### src/rtl/addcmp_sched.sv
// Round-robin scheduler sharing one AddCmp50 (a+b==c mod 2^50) among NREQ requesters.
// Two-stage pipeline: S1 operand register feeding the compare, S2 result register.

module AddCmp50 (
  input  logic [49:0] a,
  input  logic [49:0] b,
  input  logic [49:0] c,
  output logic        eq
);
  logic [49:0] sum;

  assign sum = a + b;
  assign eq  = (sum == c);
endmodule

module addcmp_sched #(
  parameter  int NREQ = 4,
  parameter  int TAGW = 4,
  localparam int IDW  = $clog2(NREQ)
) (
  input  logic                 clk,
  input  logic                 rst_n,
  input  logic [NREQ-1:0]      req_valid,
  output logic [NREQ-1:0]      req_ready,
  input  logic [NREQ*50-1:0]   req_a,
  input  logic [NREQ*50-1:0]   req_b,
  input  logic [NREQ*50-1:0]   req_c,
  input  logic [NREQ*TAGW-1:0] req_tag,
  output logic                 rsp_valid,
  input  logic                 rsp_ready,
  output logic                 rsp_eq,
  output logic [IDW-1:0]       rsp_id,
  output logic [TAGW-1:0]      rsp_tag,
  output logic                 busy
);

  logic [IDW-1:0]  ptr;
  logic [NREQ-1:0] grant;
  logic [IDW-1:0]  gnt_id;
  logic            gnt_any;
  logic [49:0]     sel_a, sel_b, sel_c;
  logic [TAGW-1:0] sel_tag;

  logic            s1_vld, s2_vld;
  logic            s1_take, s2_adv, accept;
  logic [49:0]     s1_a, s1_b, s1_c;
  logic [IDW-1:0]  s1_id, s2_id;
  logic [TAGW-1:0] s1_tag, s2_tag;
  logic            s2_eq, cmp_eq;

  // Two passes give the round-robin order ptr..NREQ-1 then 0..ptr-1 without modulo arithmetic.
  always_comb begin
    grant   = '0;
    gnt_id  = '0;
    gnt_any = 1'b0;
    sel_a   = '0;
    sel_b   = '0;
    sel_c   = '0;
    sel_tag = '0;
    for (int i = 0; i < NREQ; i++) begin
      if (!gnt_any && req_valid[i] && (IDW'(i) >= ptr)) begin
        gnt_any  = 1'b1;
        grant[i] = 1'b1;
        gnt_id   = IDW'(i);
        sel_a    = req_a[i*50 +: 50];
        sel_b    = req_b[i*50 +: 50];
        sel_c    = req_c[i*50 +: 50];
        sel_tag  = req_tag[i*TAGW +: TAGW];
      end
    end
    for (int i = 0; i < NREQ; i++) begin
      if (!gnt_any && req_valid[i] && (IDW'(i) < ptr)) begin
        gnt_any  = 1'b1;
        grant[i] = 1'b1;
        gnt_id   = IDW'(i);
        sel_a    = req_a[i*50 +: 50];
        sel_b    = req_b[i*50 +: 50];
        sel_c    = req_c[i*50 +: 50];
        sel_tag  = req_tag[i*TAGW +: TAGW];
      end
    end
  end

  assign s2_adv    = s1_vld & (~s2_vld | rsp_ready);
  assign s1_take   = ~s1_vld | s2_adv;
  // rst_n gating keeps req_ready low for the whole reset, not just after the first edge.
  assign accept    = gnt_any & s1_take & rst_n;
  assign req_ready = grant & {NREQ{s1_take & rst_n}};

  always_ff @(posedge clk or negedge rst_n) begin
    if (!rst_n) begin
      s1_vld <= 1'b0;
      s2_vld <= 1'b0;
      ptr    <= '0;
    end else begin
      if (s1_take)
        s1_vld <= accept;
      if (s2_adv)
        s2_vld <= 1'b1;
      else if (rsp_ready)
        s2_vld <= 1'b0;
      if (accept)
        ptr <= (gnt_id == IDW'(NREQ - 1)) ? '0 : gnt_id + 1'b1;
    end
  end

  // Payload registers need no reset; their valid bits qualify them.
  always_ff @(posedge clk) begin
    if (accept) begin
      s1_a   <= sel_a;
      s1_b   <= sel_b;
      s1_c   <= sel_c;
      s1_id  <= gnt_id;
      s1_tag <= sel_tag;
    end
    if (s2_adv) begin
      s2_eq  <= cmp_eq;
      s2_id  <= s1_id;
      s2_tag <= s1_tag;
    end
  end

  AddCmp50 u_cmp (
    .a  (s1_a),
    .b  (s1_b),
    .c  (s1_c),
    .eq (cmp_eq)
  );

  assign rsp_valid = s2_vld;
  assign rsp_eq    = s2_eq;
  assign rsp_id    = s2_id;
  assign rsp_tag   = s2_tag;
  assign busy      = s1_vld | s2_vld;

endmodule

### config.mk
export PLATFORM = sky130hd
export DESIGN_NAME = addcmp_sched
export DESIGN_NICKNAME = d
export VERILOG_FILES = /design/src/rtl/addcmp_sched.sv
export SDC_FILE = /design/constraint.sdc
export NUM_CORES = 1
export LEC_CHECK = 0
export CORE_AREA = 2 2 248 250
export CTS_CLUSTER_SIZE = 16
export DETAILED_ROUTE_END_ITERATION = 7
export DIE_AREA = 0 0 250 252
export GPL_TIMING_DRIVEN = 0
export SETUP_SLACK_MARGIN = 0.05
export SKIP_LAST_GASP = 1
export SLEW_MARGIN = 20
export SYNTH_ARGS = -nofsm -noshare
export SYNTH_HDL_FRONTEND = slang
export SYNTH_HIERARCHICAL = 1
export SYNTH_SLANG_ARGS = --single-unit
### constraint.sdc
create_clock -name clk -period 11.55 [get_ports clk]
set_input_delay 2.31 -clock clk [delete_from_list [all_inputs] [get_ports clk]]
set_output_delay 2.31 -clock clk [all_outputs]
set_load 0.005 [all_outputs]
==> results.ini <==
[run_status]
status=completed

[layout]
drive_above_1_share_pct=5.50
layout_commonest_cell=clkdlybuf4s50_1
mostFrequentLayoutCells=clkdlybuf4s50_1, a21oi_1, o22ai_1
nFillCells=6064
nets=3588
synthToLayoutAreaGrowth_pct=49.0

[synth]
yosys_warnings=6
yosysTopAreaCell=edfxtp_1
syn-num-nets=2927
netlist_area_um2=16700
synth_seq_area_share_pct=29.9
async_flop_share_pct=2.40
synth_edf_count=163
synth_cells=2254
ys.flop_type=edfxtp_1
synthTopCellsByArea=edfxtp_1, a21oi_1, o22ai_1
synth.distinct_cells=78
ys_seq_elements=167
avgSynthCellArea_um2=7.42
synth_top_area_share_pct=29.3

[placement]
portBuffers=634
dp_hpwl_um=83800
gp_congestion=0.964

[clock_network]
cts_tree=built
cts_setup_buffers=0
htreeDepth=4
cts_max_path_buffers=2
clock_sinks=167
cts_hold_buf=0
clkLatencyLatePin_ps=470
path_clk_slew_ps=80
cts_resized=0
cts_root_buf=clkbuf_16
numCtsBuffers=17

[sta]
post-route-min-period_ps=7430
finalHoldViolCount=0
rsz0062_at_grt=false
holdWs_ps=425
setup_violations=0
skew_ps=18.2
max_slew_margin_pct=31.3
max_freq_mhz=135
fin_crit_sh_pct=64.3
tightest_slew_ps=1020
maxSlewViolCount=0
setup_tns_ps=0

[critical_path]
end_kind=output pin
critical_path_required_ps=9240
r2r-end=rsp_eq
max_stage_delay_ps=610
r2r-start=s1_a[35]
crit_start=req_valid[0]
cp_common_cell=clkdlybuf4s50_1
critPathMaxFanout=10
worstPathArrival_ps=5120
cp-endpoint=req_ready[3]
reg2reg_depth=11
critical_path_class=in2out
crit_path_top_delay_cell=clkdlybuf4s50_1
r2r_setup_slack_ps=6770
critPathLaunchType=input pin
crit_chain=clkdlybuf4s50_1 > nor2b_1 > o21ai_1 > nand2_1 > buf_2 > buf_1 > nor2_1 > clkdlybuf4s50_1

[pwr]
ir_drop_uv=96.6
power_density_nw_per_um2=164
p_leak_uw=0.00840

[detailed_routing]
viasPerCell=6.17
ant_nets=0
drcViolationCount=0
wl_per_cell_um=28.2
totalWireLength_um=105000
drtIter0Drc=2651
via_count=22954
drt-pass1-iter-count=6

[die]
die_w_um=250
die-area_um2=63000
coreArea_um2=60100
dieHeight_um=252
boundaryPins=636
floorplan.initialDensity_pct=27.8
num_rows=90

[global_routing]
grt_overflow=0
antenna_found_initial=13
grt.busiest_layer=met2
track_usage_pct=31.4
grt_max_degree=27
grtUsageMet1_pct=40.7
grtUsageMet2_pct=52.1
grt_first_pass_wirelength_um=148000
grt_use_met3_pct=4.52
grt_pass1_vias=22028

[flow_run]
max_cap_viol_count=0

[hold_path]
hp-class=reg2reg

-- worst min path at each step --
| stage | startpoint | end | slack [ps] | cells after the start |
|---|---|---|---|---|
| floorplan | s1_id[0] | rsp_id[0] | 400 | 0 |
| global placement | s1_id[1] | rsp_id[1] | 400 | 0 |
| detailed placement | s1_id[1] | rsp_id[1] | 400 | 0 |
| CTS | s1_id[1] | rsp_id[1] | 420 | 0 |
| global route | s1_tag[2] | rsp_tag[2] | 430 | 0 |
| finish | s1_id[1] | rsp_id[1] | 420 | 0 |
-- power by group --
part / total [uW] / internal, uW / switching, uW
Clock: 602 / 311 / 291
Sequential: 935 / 862 / 73.0
Combinational: 2550 / 929 / 1620
Total: 4090 / 2100 / 1990
-- critical path: cells and delay by family --
family,cells,cell delay (ps)
buffers and inverters,4,2080
AND/OR/NAND/NOR,3,610
AO/OA/AOI/OAI,1,100
-- logic make-up after synthesis --
logic type	count (synthesis)	synth area share, %
compound gates	1023	37.7
simple gates	730	19.4
buf+inv	215	5.60
flops	167	29.9
xor+xnor	67	3.55
fa+ha+maj	50	3.78
mux	2	0.120
-- through the flow --
step                power (uW)  cell area (um2)  instances  worst slack, ps  utilization [%]
finish                    4090            24900       3721             4120             41.4
global route              4280            24900       3720             4020             41.4
CTS                       4040            24900       3709             4120             41.4
detailed placement        3420            24300       3678             4120             40.4
global placement          3420            24100       3670            -3490             40.0
floorplan                 2380            16700       2254              421                -
-- state kept, by name, summed over array words and instances (netlist names) --
signal,cells
s1_a,50
s1_tag,4
rsp_tag,4
rsp_id,2
s1_id,2
ptr,2
s1_b,50
rsp_valid,1
s1_c,50
rsp_eq,1
s1_vld,1
-- metal layers --
layer,vias to the layer above,wire length (um)
met1,11169,43100
met5,-,0
met2,1448,49500
met3,277,7290
met4,0,4920
li1,10060,-
-- cell usage after synthesis, types with 3 or more instances --
master    count
and2_1        4
and3_1        4
nor3_1       21
o21ai_0      37
a21oi_1     390
buf_4         7
or4_1         3
nand3_1     168
a21o_1       12
o211ai_1      8
nand4_1      20
o221ai_1      4
a31oi_1       4
nor2b_1       8
dfrtp_1       4
o21a_1       12
o31ai_1       3
nand2b_1      9
buf_1        26
o22ai_1     312
o21ai_2       4
ha_1         49
a32oi_1       3
edfxtp_1    163
nor4_1       10
a311oi_1      6
xor2_1       23
a21oi_2       5
nor2_1      216
a211oi_1    163
nor4_2        3
clkbuf_1     92
inv_1        12
or2_2         3
o211a_1       5
a221oi_1      3
or3_1         9
o21ai_1      18
buf_2        77
nand2_1     238
xnor2_1      43
-- cell type report --
| type | count | area (um2) | area share, % |
|---|---|---|---|
| flip-flops and latches | 167 | 4990 | 20.0 |
| well taps | 782 | 978 | 3.93 |
| multi-input cells | 1872 | 10800 | 43.5 |
| repair buffers | 642 | 6540 | 26.2 |
| diodes | 12 | 30.0 | 0.120 |
| plain buffers | 203 | 895 | 3.59 |
| clock inverters | 14 | 184 | 0.738 |
| inverters | 12 | 45.0 | 0.181 |
| clock buffers | 17 | 425 | 1.71 |
Power figures use the tool's default switching activity.
